==> src/rtl/piso_new_serializer_pkg.sv <==
// Shared parameters and mode decode for the PE-array output serializer.
// Mode priority: a valid load, then a load without valid, then shift, then idle.
package piso_new_serializer_pkg;
    localparam int PE_NUM     = 4;
    localparam int DATA_WIDTH = 16;
    localparam int W          = 2 * DATA_WIDTH;
    localparam int P_WIDTH    = PE_NUM * W;
    localparam int CNT_W      = $clog2(PE_NUM + 1);

    typedef enum logic [1:0] {
        MODE_IDLE  = 2'd0,
        MODE_LOAD  = 2'd1,
        MODE_HOLD  = 2'd2,
        MODE_SHIFT = 2'd3
    } mode_e;

    function automatic mode_e decode_mode(input logic load, input logic p_in_v, input logic busy);
        mode_e m;
        if (load && p_in_v) begin
            m = MODE_LOAD;
        end else if (load) begin
            m = MODE_HOLD;
        end else if (busy) begin
            m = MODE_SHIFT;
        end else begin
            m = MODE_IDLE;
        end
        return m;
    endfunction
endpackage

==> src/rtl/piso_new_serializer.sv <==
// Parallel-in/serial-out converter: captures PE_NUM complex samples and
// emits them LSB word first, one per clock, with a valid strobe.
module piso_new_serializer
    import piso_new_serializer_pkg::*;
(
    input  logic               clk,
    input  logic               rst_n,
    input  logic               load,
    input  logic               p_in_v,
    input  logic [P_WIDTH-1:0] p_in,
    output logic               s_out_v,
    output logic [W-1:0]       s_out
);

    logic [P_WIDTH-1:0] shreg_q, shreg_d;
    logic [CNT_W-1:0]   cnt_q, cnt_d;
    logic [W-1:0]       s_out_q, s_out_d;
    logic               s_out_v_q, s_out_v_d;
    mode_e              mode_s;

    assign mode_s = decode_mode(load, p_in_v, cnt_q != {CNT_W{1'b0}});

    // Next-state for shift register, word counter and output registers.
    always_comb begin
        shreg_d   = shreg_q;
        cnt_d     = cnt_q;
        s_out_d   = s_out_q;
        s_out_v_d = 1'b0;
        case (mode_s)
            MODE_LOAD: begin
                shreg_d = p_in;
                cnt_d   = CNT_W'(PE_NUM);
            end
            MODE_SHIFT: begin
                s_out_d   = shreg_q[W-1:0];
                shreg_d   = shreg_q >> W;
                cnt_d     = cnt_q - CNT_W'(1);
                s_out_v_d = 1'b1;
            end
            MODE_HOLD, MODE_IDLE: begin
                s_out_v_d = 1'b0;
            end
            default: begin
                s_out_v_d = 1'b0;
            end
        endcase
    end

    // Shift register and remaining-word counter.
    always_ff @(posedge clk or negedge rst_n) begin
        if (!rst_n) begin
            shreg_q <= {P_WIDTH{1'b0}};
            cnt_q   <= {CNT_W{1'b0}};
        end else begin
            shreg_q <= shreg_d;
            cnt_q   <= cnt_d;
        end
    end

    // Registered serial outputs; s_out keeps its last word when idle.
    always_ff @(posedge clk or negedge rst_n) begin
        if (!rst_n) begin
            s_out_q   <= {W{1'b0}};
            s_out_v_q <= 1'b0;
        end else begin
            s_out_q   <= s_out_d;
            s_out_v_q <= s_out_v_d;
        end
    end

    assign s_out   = s_out_q;
    assign s_out_v = s_out_v_q;

endmodule

==> config.mk <==
export PLATFORM = sky130hd
export DESIGN_NAME = piso_new_serializer
export DESIGN_NICKNAME = d
export VERILOG_FILES = /design/src/rtl/piso_new_serializer_pkg.sv /design/src/rtl/piso_new_serializer.sv
export SDC_FILE = /design/constraint.sdc
export NUM_CORES = 1
export LEC_CHECK = 0
export BUFFER_PORTS_ARGS = -buffer_cell sky130_fd_sc_hd__clkbuf_2
export CAP_MARGIN = 20
export CORE_MARGIN = 10
export CORE_UTILIZATION = 50
export CTS_CLUSTER_DIAMETER = 50
export DETAILED_ROUTE_END_ITERATION = 10
export PLACE_DENSITY = 0.84
export SKIP_CTS_REPAIR_TIMING = 1
export SYNTH_ARGS = -nofsm -noshare
export SYNTH_HDL_FRONTEND = slang
export SYNTH_SLANG_ARGS = --single-unit
==> constraint.sdc <==
create_clock -name clk -period 2.8 [get_ports clk]
set_clock_uncertainty 0.2 [all_clocks]
set_input_delay 0.7 -clock clk [delete_from_list [all_inputs] [get_ports clk]]
set_output_delay 0.7 -clock clk [all_outputs]
set_load 0.1 [all_outputs]
# Word level (Yosys, flattened, before mapping)
# Index checks and enable logic that the tools add are counted.
# totals
output_inout_bits	33
ff_bits	164
inputBits	132
word_cells	16
# classes
add_sub_neg	1
eq_ne	2
n_reduce_logical	3
n_mux	6
# ops
op	count
128-bit case mux with 2 select lines	1
2-bit two-way mux	3
3-bit case mux with 2 select lines	1
3-bit nonzero test	1
3-bit by 1-bit subtractor with 3-bit output (second input constant)	1
2-bit by 1-bit == test with 1-bit output (second input constant)	1
2-bit == test (second input constant)	1
2-bit nonzero test	1
1-bit logical AND	1
1-bit two-way mux	1

# Longest topological paths before layout
# Gate-level depths: netlist (run 1).
# depth
word_depth	6
depth_mapped	8
ltp_nobuf	5

# Worst setup path before layout (run 1)
# No wires, ideal clock.
# synth_path
path_kind	input to register
from	input port p_in_v
to	register shreg_q[67]
setup_time_ns	0.126
cell_stages	7
setup_slack_ns	0.773
required_time_ns	2.474
n_path_buf	4
arrival_ns	1.701
path_cell_list	buf_2 -> nand2_2 -> o21a_1 -> buf_6 -> buf_6 -> buf_6 -> a221o_1
# synth_between
elab_chain_cells	4
elab_cells_between_ends	6
classes_between	eq/ne: 2; mux: 2; reduce/logical: 2
# synth_rtl
item	line_no	text
start, declared	piso_new_serializer.sv:9	input logic p_in_v,
1-bit logical AND *	piso_new_serializer_pkg.sv:19	if (load && p_in_v) begin
2-bit two-way mux *	piso_new_serializer_pkg.sv:19	
2-bit == test / 2-bit by 1-bit == test with 1-bit output (equally long branches)	piso_new_serializer.sv:29	case (mode_s)
128-bit case mux with 2 select lines / 2-bit nonzero test (equally long branches)	--	
end signal, assigned	piso_new_serializer.sv:52	shreg_q <= {P_WIDTH{1'b0}};
end signal, assigned	piso_new_serializer.sv:55	shreg_q <= shreg_d;
end, declared	piso_new_serializer.sv:15	logic [P_WIDTH-1:0] shreg_q, shreg_d;
# Mark *: on every way between the ends. The rest lies on a longest branch, timed or not.
# A chain may end at the register's enable or synchronous reset.

# Worst setup path in the final report (run 1)
# layout_path
from	register cnt_q[0]
to	register shreg_q[64]
# layout_between
elab_chain_cells	6
elab_cells_between_ends	8
classes_between	eq/ne: 2; mux: 4; reduce/logical: 2
# layout_rtl
item	line_no	text
start, declared	piso_new_serializer.sv:16	logic [CNT_W-1:0] cnt_q, cnt_d;
start signal, assigned	piso_new_serializer.sv:53	cnt_q <= {CNT_W{1'b0}};
start signal, assigned	piso_new_serializer.sv:56	cnt_q <= cnt_d;
3-bit nonzero test *	piso_new_serializer.sv:21	assign mode_s = decode_mode(load, p_in_v, cnt_q != {CNT_W{1'b0}});
2-bit two-way mux *	piso_new_serializer_pkg.sv:23	end else if (busy) begin
2-bit two-way mux *	piso_new_serializer_pkg.sv:21	end else if (load) begin
2-bit two-way mux *	piso_new_serializer_pkg.sv:19	
2-bit == test / 2-bit by 1-bit == test with 1-bit output (equally long branches)	piso_new_serializer.sv:29	
128-bit case mux with 2 select lines / 2-bit nonzero test (equally long branches)	--	
# Marked as above.

==> flow_metrics.env, run 1 <==
export IMPL_outcome="finished clean"
export IMPL_cp_end_kind="register"
export IMPL_reg2regPathDepth=6
export IMPL_io_pins=165
export IMPL_drive_gt1_frac=0.336
export IMPL_ys_top_cells_by_count="dfrtp_1, a221o_1, and3_1"
export IMPL_cp_required_ns=2.95
export IMPL_clock_sinks=164
export IMPL_dieWidth_microns=137
export IMPL_drtIter0Drc=549
export IMPL_finalSetupTns_ns=0
export IMPL_synth_area_top_cells="dfrtp_1, a221o_1, and3_1, mux2_2, nand2_1"
export IMPL_power_switching_mw=3.77
export IMPL_antenna_found_initial=0
export IMPL_synth_top_cell_area_share=0.602
export IMPL_area_growth_pct=22.0
export IMPL_max_freq_mhz=436
export IMPL_swShare=0.416
export IMPL_drc=0
export IMPL_rsz0062_at_grt="no"
export IMPL_r2r_end="shreg_q[64]$_DFFE_PN0P_"
export IMPL_vias=5252
export IMPL_grt_pass1_wl_microns=28000
export IMPL_syn_avg_cell_area_sq_um=12.2
export IMPL_cp_max_fo=54
export IMPL_start_util=0.513
export IMPL_place_hpwl_microns=11200
export IMPL_core_area_sq_um=13300
export IMPL_antennaDiodeCount=0
export IMPL_grt_max_degree=98
export IMPL_setup_viol=0
export IMPL_synth_distinct_cells=19
export IMPL_hold_path_class="in -> async"
export IMPL_crit_chain="inv_1 -> ha_1 -> nor2b_1 -> o21a_4 -> buf_12 -> a221o_1"
export IMPL_nNetsFinal=826
export IMPL_worst_pin_slew_ns=0.754
export IMPL_cts_buffer_depth=2
export IMPL_cpMaxStageDelayCell="o21a_4"
export IMPL_seq_area_frac_synth=0.602
export IMPL_critical_path_buf_inv_count=2
export IMPL_synth_seq_cells=164
export IMPL_synth_edf_count=0
export IMPL_r2r_start="cnt_q[0]$_DFFE_PN0P_"
export IMPL_clk_latency_ns=0.42
export IMPL_cp_slowest_stage_delay_ns=0.51
export IMPL_period_minus_slack_ns=2.30
export IMPL_finalMaxSlewViolations=0
export IMPL_syn_nets=691
export IMPL_max_slew_margin=0.497
export IMPL_power_density_nw_per_um2=1090
export IMPL_r2r_slack_ns=0.50
export IMPL_ir_drop_uv=660
export IMPL_die_area_sq_um=18700
export IMPL_cts_clk_slew_worst_paths_ns=0.06
export IMPL_die_y_microns=137
export IMPL_syn_area_sq_um=6820
export IMPL_cts_tree="built"
export IMPL_final_cells=879
export IMPL_start_kind="register"
export IMPL_routabilityCongestion=0.807
export IMPL_totalWireLength_microns=17200
export IMPL_finalHoldViolCount=0
export IMPL_ant_nets=0
export IMPL_yosysMostFrequentCell="dfrtp_1"
export IMPL_critPathKind="reg -> reg"
export IMPL_root_buffer="clkbuf_16"
export IMPL_cts_htree_levels=4
export IMPL_drt_pass1_iter_count=6
export IMPL_clkPwrFrac=0.254
export IMPL_arrival_ns=2.45
export IMPL_ys_warnings_count=0
export IMPL_numCtsBuffers=17
export IMPL_whs_ns=0.0308
export IMPL_syn_inst=557
export IMPL_yosys_most_used_dff="dfrtp_1"
export IMPL_critPathTopFamily="compound AO/OA/AOI/OAI gates"
export IMPL_track_usage=0.187
export IMPL_overflow=0
export IMPL_period_share=0.820
export IMPL_pwr_share_seq=0.380
export IMPL_cap_violations=0
export IMPL_total_power_mw=9.06
export IMPL_rows=42
export IMPL_synth_largest_area_cell="dfrtp_1"
export IMPL_wl_per_cell_microns=19.5
export IMPL_leakage_nw=4.27
export IMPL_comb_power_share=0.366
export IMPL_grt_pass1_vias=5464
export IMPL_async_flop_share=1.00
export IMPL_portBuffers=164
export IMPL_n_fill_cell=1026
export IMPL_p_int_mw=5.30
export IMPL_vias_per_cell=5.97
export IMPL_dp_cells=848
stage by stage:
| stage | util | instance area (sq um) | worst slack [ns] |
|---|---|---|---|
| floorplan | - | 6820 | 0.773 |
| global placement | 0.581 | 7720 | 0.422 |
| detailed placement | 0.581 | 7720 | 0.342 |
| CTS | 0.624 | 8300 | 0.331 |
| global route | 0.626 | 8320 | 0.365 |
| finish | 0.626 | 8320 | 0.505 |
logic make-up after synthesis:
kind of cell    share of synthesized area
fa+ha+maj                         0.00367
simple gates                        0.129
mux                                0.0560
compound gates                      0.166
buf+inv                            0.0429
flops                               0.602
cell type report:
type	count	area, sq um	area share
Sequential cell	164	4100	0.493
Multi-Input combinational cell	333	2430	0.293
Timing Repair Buffer	173	970	0.117
Clock buffer	21	450	0.0541
Tap cell	176	220	0.0265
Clock inverter	9	131	0.0158
Inverter	3	11.3	0.00135
cell usage in the layout, fill, tap and decap left out, drive strengths merged:
cell        n
and3       96
nand2      66
nand3       1
nor2b       1
clkbuf    184
ha          2
clkinvlp    3
inv         3
dfrtp     164
nor2        1
mux2i       1
o21a        1
o21ai      33
a221o      96
and2        1
or4         1
mux2       33
buf        10
bufinv      3
clkinv      3
flip-flops by register name (all words and copies together), names as in the netlist:
register,flops
s_out_v,1
cnt_q,3
s_out,32
shreg_q,128
power groups by stage:
stage                     Sequential, mW  Combinational [mW]  Clock, mW
after floorplan                     5.10               0.977          0
after global placement              3.43                3.25          0
after detailed placement            3.47                3.33          0
after CTS                           3.44                3.33       2.34
after global routing                3.52                3.48       2.46
final                               3.44                3.31       2.31
per-layer routing:
metal / share of wire / GRT usage / vias up
met1: 0.42 / 0.247 / 2612
li1: - / - / 2367
met2: 0.47 / 0.281 / 252
met3: 0.095 / 0.0649 / 21
met4: 0.014 / 0.0644 / 0
met5: 0 / 0 / -
worst max path at each step:
stage	start	depth (start not counted)	slack (ns)	end
after floorplan	p_in_v	7	0.77	shreg_q[67]$_DFFE_PN0P_
after global placement	load	4	0.42	cnt_q[0]$_DFFE_PN0P_
after detailed placement	cnt_q[0]$_DFFE_PN0P_	5	0.34	cnt_q[0]$_DFFE_PN0P_
after CTS	cnt_q[0]$_DFFE_PN0P_	5	0.33	shreg_q[11]$_DFFE_PN0P_
after global routing	cnt_q[0]$_DFFE_PN0P_	6	0.37	shreg_q[1]$_DFFE_PN0P_
final	cnt_q[0]$_DFFE_PN0P_	6	0.50	shreg_q[64]$_DFFE_PN0P_
(Power assumes the default switching activity.)
==> inputs of run 2 (changes only) <==
--- a/config.mk
+++ b/config.mk
@@ -5,13 +5,14 @@
 export SDC_FILE = /design/constraint.sdc
 export NUM_CORES = 1
 export LEC_CHECK = 0
+export ABC_AREA = 1
 export BUFFER_PORTS_ARGS = -buffer_cell sky130_fd_sc_hd__clkbuf_2
 export CAP_MARGIN = 20
 export CORE_MARGIN = 10
 export CORE_UTILIZATION = 50
 export CTS_CLUSTER_DIAMETER = 50
 export DETAILED_ROUTE_END_ITERATION = 10
-export PLACE_DENSITY = 0.84
+export PLACE_DENSITY = 0.83
 export SKIP_CTS_REPAIR_TIMING = 1
 export SYNTH_ARGS = -nofsm -noshare
 export SYNTH_HDL_FRONTEND = slang
==> constraint.sdc (replaced) <==
create_clock -name clk -period 2.3 [get_ports clk]
set_clock_uncertainty 0.2 [all_clocks]
set_input_delay 0.575 -clock clk [delete_from_list [all_inputs] [get_ports clk]]
set_output_delay 0.575 -clock clk [all_outputs]
set_load 0.1 [all_outputs]
==> run 2 against run 1 <==
Net effect: clock-buffer cell count down 4; register-to-register slack worse by 0.17 ns; via count up 29%; non-clock buffer count up 9; wire length up 13%; synthesized cell count up 84%; largest cell class unchanged; highest routed layer unchanged.
==> flow_metrics.env, run 2 <==
export IMPL_outcome="finished clean"
export IMPL_nNetsFinal=1289
export IMPL_synth_top_cell_area_share=0.527
export IMPL_drc=0
export IMPL_drtIter0Drc=498
export IMPL_synth_simple_area_share=0.368
export IMPL_cp_end_kind="output port"
export IMPL_cts_tree="built"
export IMPL_leakage_nw=5.44
export IMPL_synth_edf_count=0
export IMPL_multi_input_area_sq_um=2920
export IMPL_worst_pin_slew_ns=0.564
export IMPL_start_kind="register"
export IMPL_syn_avg_cell_area_sq_um=7.61
export IMPL_power_density_nw_per_um2=1210
export IMPL_dieWidth_microns=145
export IMPL_core_area_sq_um=15300
export IMPL_syn_area_sq_um=7790
export IMPL_synth_seq_cells=164
export IMPL_worst_slack_ns=0.236
export IMPL_hold_path_class="in -> reg"
export IMPL_die_area_sq_um=21000
export IMPL_die_y_microns=145
export IMPL_use_met2=0.299
export IMPL_largest_register="shreg_q"
export IMPL_place_worst_setup_slack_ns=0.313
export IMPL_synth_mux_area_frac=0
export IMPL_place_hpwl_microns=13400
export IMPL_finalMaxSlewViolations=0
export IMPL_antenna_found_initial=0
export IMPL_cts_htree_levels=4
export IMPL_vias_per_cell=4.90
export IMPL_syn_inst=1023
export IMPL_grtUsageMet1=0.249
export IMPL_ys_warnings_count=0
export IMPL_ir_drop_uv=863
export IMPL_grt_pass1_vias=6538
export IMPL_totalWireLength_microns=19400
export IMPL_max_slew_margin=0.624
export IMPL_synth_area_top_cells="dfrtp_1, nand2_1, nand3_1, inv_1, buf_2"
export IMPL_crit_chain="clkbuf_2"
export IMPL_cp_required_ns=1.52
export IMPL_critPathKind="reg -> out"
export IMPL_drt_pass1_iter_count=7
export IMPL_busiest_layer="met2"
export IMPL_final_common_cell="nand2_1"
export IMPL_area_growth_pct=19.5
export IMPL_drive_gt1_frac=0.189
export IMPL_wl_per_cell_microns=14.1
export IMPL_cts_buffer_depth=2
export IMPL_met3_usage=0.0453
export IMPL_synth_distinct_cells=14
export IMPL_vias=6751
export IMPL_clock_sinks=164
export IMPL_max_freq_mhz=485
export IMPL_antennaDiodeCount=0
export IMPL_numCtsBuffers=17
export IMPL_start_util=0.510
export IMPL_cp_max_fo=2
export IMPL_fin_area_sq_um=9310
export IMPL_synth_compound_area_frac=0.00129
export IMPL_finalSetupTns_ns=0
export IMPL_synthAdderAreaFrac=0.00321
export IMPL_n_fill_cell=1360
export IMPL_cts_clk_slew_worst_paths_ns=0.06
export IMPL_largest_register_ffs=128
export IMPL_setup_viol=0
export IMPL_overflow=0
export IMPL_async_flop_share=1.00
export IMPL_synth_xor_area_frac=0
export IMPL_routabilityCongestion=0.808
export IMPL_period_minus_slack_ns=2.06
export IMPL_portBuffers=164
export IMPL_rows=45
export IMPL_cpMaxStageDelayCell="clkbuf_2"
export IMPL_cap_violations=0
export IMPL_track_usage=0.189
export IMPL_yosysMostFrequentCell="nand2_1"
export IMPL_yosys_most_used_dff="dfrtp_1"
export IMPL_most_common_layout_cells="nand2_1, nand3_1, dfrtp_1, clkbuf_2, inv_1"
export IMPL_r2r_slack_ns=0.33
export IMPL_regArea_sq_um=4100
export IMPL_finalHoldViolCount=0
export IMPL_grt_max_degree=118
export IMPL_grt_pass1_wl_microns=31900
export IMPL_critical_path_buf_inv_count=1
export IMPL_rsz0062_at_grt="no"
export IMPL_ant_nets=0
export IMPL_syn_nets=1157
export IMPL_seq_area_frac_synth=0.527
export IMPL_critPathTopFamily="buffers and inverters"
export IMPL_period_share=0.897
export IMPL_io_pins=165
export IMPL_ys_top_cells_by_count="nand2_1, nand3_1, dfrtp_1"
export IMPL_synth_top_family_by_area="simple AND/OR/NAND/NOR gates"
export IMPL_place_area_sq_um=8710
export IMPL_root_buffer="clkbuf_16"
export IMPL_clk_latency_ns=0.43
export IMPL_arrival_ns=1.29
export IMPL_cp_slowest_stage_delay_ns=0.47
export IMPL_synth_largest_area_cell="dfrtp_1"
run 2: cell count changes after synthesis, moves of 5 or more:
cell,before,now
inv_2,0,5
nand2_1,65,454
buf_4,0,13
nand3_1,1,227
and3_1,96,0
mux2_2,33,0
o21ai_0,33,0
clkbuf_1,33,12
a221o_1,96,0
buf_2,18,33
inv_1,3,97
run 2: power breakdown:
| group | internal, mW | total (mW) | leakage [nW] | switching [mW] |
|---|---|---|---|---|
| clock | 1.60 | 2.77 | 0.273 | 1.17 |
| sequential | 3.71 | 4.18 | 2.06 | 0.476 |
| combinational | 0.907 | 4.29 | 3.11 | 3.38 |
| total | 6.22 | 11.2 | 5.44 | 5.03 |
run 2: metrics by stage:
stage | instances | utilization | hold WS, ns | total power, mW
finish | 1379 | 0.610 | 0.138 | 11.2
floorplan | 1023 | - | 0.0794 | 7.58
global placement | 1346 | 0.571 | 0.250 | 8.42
CTS | 1378 | 0.609 | -0.127 | 11.3
global route | 1379 | 0.610 | 0.137 | 11.9
detailed placement | 1346 | 0.571 | 0.255 | 8.53
run 2: cell families (layout without fill, tap and decap cells):
logic type,count (synthesis),in the layout
simple gates,684,684
buf+inv,171,316
flops,164,164
fa+ha+maj,2,2
compound gates,2,2
run 2: routing by layer:
metal	part of all wire	vias up
met5	0	-
met1	0.45	3108
met2	0.47	192
met3	0.056	28
li1	-	3423
met4	0.022	0
run 2: tightest hold or removal path, delay by kind of cell:
| kind | cells | cell delay [ns] |
|---|---|---|
| buf+inv | 1 | 0.07 |
| simple gates | 2 | 0.09 |
run 2: worst paths after layout:
path | from | to | cells past startpoint
worst min-delay path | p_in[99] | shreg_q[99]$_DFFE_PN0P_ | 3
worst max-delay path | s_out[31]$_DFFE_PN0N_ | s_out[31] | 1
worst min register to register | shreg_q[27]$_DFFE_PN0P_ | s_out[27]$_DFFE_PN0N_ | 2
worst max register to register | cnt_q[0]$_DFFE_PN0P_ | s_out[12]$_DFFE_PN0N_ | 7
min in group asynchronous | rst_n | s_out[18]$_DFFE_PN0N_ | 2
max in group asynchronous | rst_n | shreg_q[121]$_DFFE_PN0P_ | 3
run 2: cell type report:
type,count,area share
clock buffer,17,0.0457
multi-input combinational,688,0.313
timing repair buffer,182,0.113
tap,211,0.0284
inverter,102,0.0415
sequential,164,0.441
clock inverter,15,0.0171
==> inputs of run 3 (changes only) <==
--- a/config.mk
+++ b/config.mk
@@ -5,14 +5,13 @@
 export SDC_FILE = /design/constraint.sdc
 export NUM_CORES = 1
 export LEC_CHECK = 0
-export ABC_AREA = 1
 export BUFFER_PORTS_ARGS = -buffer_cell sky130_fd_sc_hd__clkbuf_2
 export CAP_MARGIN = 20
 export CORE_MARGIN = 10
 export CORE_UTILIZATION = 50
 export CTS_CLUSTER_DIAMETER = 50
 export DETAILED_ROUTE_END_ITERATION = 10
-export PLACE_DENSITY = 0.83
+export PLACE_DENSITY = 0.84
 export SKIP_CTS_REPAIR_TIMING = 1
 export SYNTH_ARGS = -nofsm -noshare
 export SYNTH_HDL_FRONTEND = slang
==> run 3 against run 2 <==
Net effect: sequential cell count unchanged; wire length down 9.2%; largest power group is now sequential cells; final area decreased by 9.9%; critical path depth unchanged; die area is 11% lower; non-clock buffer count shrank 1; power down 1.6%; hold slack gained 0.015 ns; utilization grew 2.1 points; largest cell class unchanged; clock power up 2%.
==> flow_metrics.env, run 3 (synthesis gave the netlist of run 1 again) <==
export IMPL_drt_pass1_iter_count=5
export IMPL_vias_per_cell=5.96
export IMPL_crit_chain="clkbuf_2"
export IMPL_portBuffers=164
export IMPL_largest_register="shreg_q"
export IMPL_max_freq_mhz=488
export IMPL_numCtsBuffers=17
export IMPL_largest_register_ffs=128
export IMPL_cts_htree_levels=4
export IMPL_overflow=0
export IMPL_antenna_found_initial=0
export IMPL_power_switching_mw=4.65
export IMPL_cp_slowest_stage_delay_ns=0.47
export IMPL_drtIter0Drc=508
export IMPL_start_kind="register"
export IMPL_cp_max_fo=2
export IMPL_cpMaxStageDelayCell="clkbuf_2"
export IMPL_worst_pin_slew_ns=0.561
export IMPL_rows=42
export IMPL_utilization=0.631
export IMPL_area_growth_pct=23.0
export IMPL_finalHoldViolCount=0
export IMPL_place_worst_setup_slack_ns=0.228
export IMPL_period_share=0.891
export IMPL_ant_nets=0
export IMPL_finalSetupTns_ns=0
export IMPL_critPathKind="reg -> out"
export IMPL_setup_viol=0
export IMPL_most_common_layout_cells="dfrtp_1, clkbuf_2, and3_1, a221o_1, nand2_1"
export IMPL_cts_clk_slew_worst_paths_ns=0.06
export IMPL_period_minus_slack_ns=2.05
export IMPL_grt_max_degree=98
export IMPL_vias=5298
export IMPL_swShare=0.420
export IMPL_grt_pass1_vias=5683
export IMPL_leakage_nw=4.30
export IMPL_drive_gt1_frac=0.346
export IMPL_clk_latency_ns=0.42
export IMPL_hold_path_class="in -> reg"
export IMPL_whs_ns=0.153
export IMPL_cp_required_ns=1.52
export IMPL_drc=0
export IMPL_clkPwrFrac=0.256
export IMPL_dieWidth_microns=137
export IMPL_wl_per_cell_microns=19.9
export IMPL_root_buffer="clkbuf_16"
export IMPL_cp_end_kind="output port"
export IMPL_p_int_mw=6.42
export IMPL_cts_tree="built"
export IMPL_ir_drop_uv=743
export IMPL_critical_path_buf_inv_count=1
export IMPL_start_util=0.513
export IMPL_max_slew_margin=0.628
export IMPL_outcome="finished clean"
export IMPL_total_power_mw=11.1
export IMPL_io_pins=165
export IMPL_nNetsFinal=834
export IMPL_die_y_microns=137
export IMPL_rsz0062_at_grt="no"
export IMPL_arrival_ns=1.27
export IMPL_worst_slack_ns=0.251
export IMPL_comb_power_share=0.365
export IMPL_routabilityCongestion=0.796
export IMPL_cts_buffer_depth=2
export IMPL_place_area_sq_um=7780
export IMPL_track_usage=0.191
export IMPL_power_density_nw_per_um2=1320
export IMPL_totalWireLength_microns=17600
export IMPL_grt_pass1_wl_microns=28700
export IMPL_final_cells=889
export IMPL_pwr_share_seq=0.379
export IMPL_clock_sinks=164
export IMPL_fin_area_sq_um=8390
export IMPL_cap_violations=0
export IMPL_place_hpwl_microns=11800
export IMPL_critPathTopFamily="buffers and inverters"
export IMPL_antennaDiodeCount=0
export IMPL_final_common_cell="dfrtp_1"
export IMPL_dp_cells=856
export IMPL_die_area_sq_um=18700
export IMPL_core_area_sq_um=13300
export IMPL_finalMaxSlewViolations=0
-- run 3: cell count changes in the layout (fill, tap and decap cells not counted), sizes merged, moves of 33 or more --
cell   change
a221o     +96
mux2      +33
and3      +96
inv      -100
nand2    -391
nand3    -226
-- run 3: worst reg2reg max path, stage by stage, from the launching register on --
cell and delay [ns]:
dfrtp_1 0.35, inv_1 0.06, ha_1 0.20, nor2b_1 0.17
nor2_4 0.15, buf_12 0.34, mux2_2 0.44
-- run 3: final timing paths --
check,start,end,slack (ns),cells past startpoint
min in group asynchronous,rst_n,shreg_q[45]$_DFFE_PN0P_,0.46,2
setup reg to reg,cnt_q[0]$_DFFE_PN0P_,s_out[9]$_DFFE_PN0N_,0.27,6
max in group asynchronous,rst_n,shreg_q[66]$_DFFE_PN0P_,0.82,3
setup / recovery,s_out[25]$_DFFE_PN0N_,s_out[25],0.25,1
hold / removal,p_in[117],shreg_q[117]$_DFFE_PN0P_,0.15,3
hold reg to reg,s_out[20]$_DFFE_PN0N_,s_out[20]$_DFFE_PN0N_,0.31,1
-- run 3: per-layer routing --
metal	vias to the layer above	track usage	share of wire
met4	0	0.0726	0.018
met5	-	0	0
met2	236	0.303	0.47
met1	2657	0.243	0.43
li1	2379	-	-
met3	26	0.0568	0.085
-- run 3: layout make-up --
cell class | instances | area [sq um]
well taps | 176 | 220
multi-input cells | 333 | 2430
inverters | 3 | 11.3
flip-flops and latches | 164 | 4100
fillers | 1038 | 4910
repair buffers | 181 | 1020
clock inverters | 11 | 128
clock buffers | 21 | 470
-- run 3: power groups by stage --
stage | clock, mW | sequential (mW) | combinational [mW]
2_1_floorplan | 0 | 6.21 | 1.19
3_3_place_gp | 0 | 4.18 | 3.98
3_5_place_dp | 0 | 4.24 | 4.06
4_1_cts | 2.87 | 4.19 | 4.08
5_1_grt | 3.00 | 4.28 | 4.25
6_report | 2.83 | 4.20 | 4.04
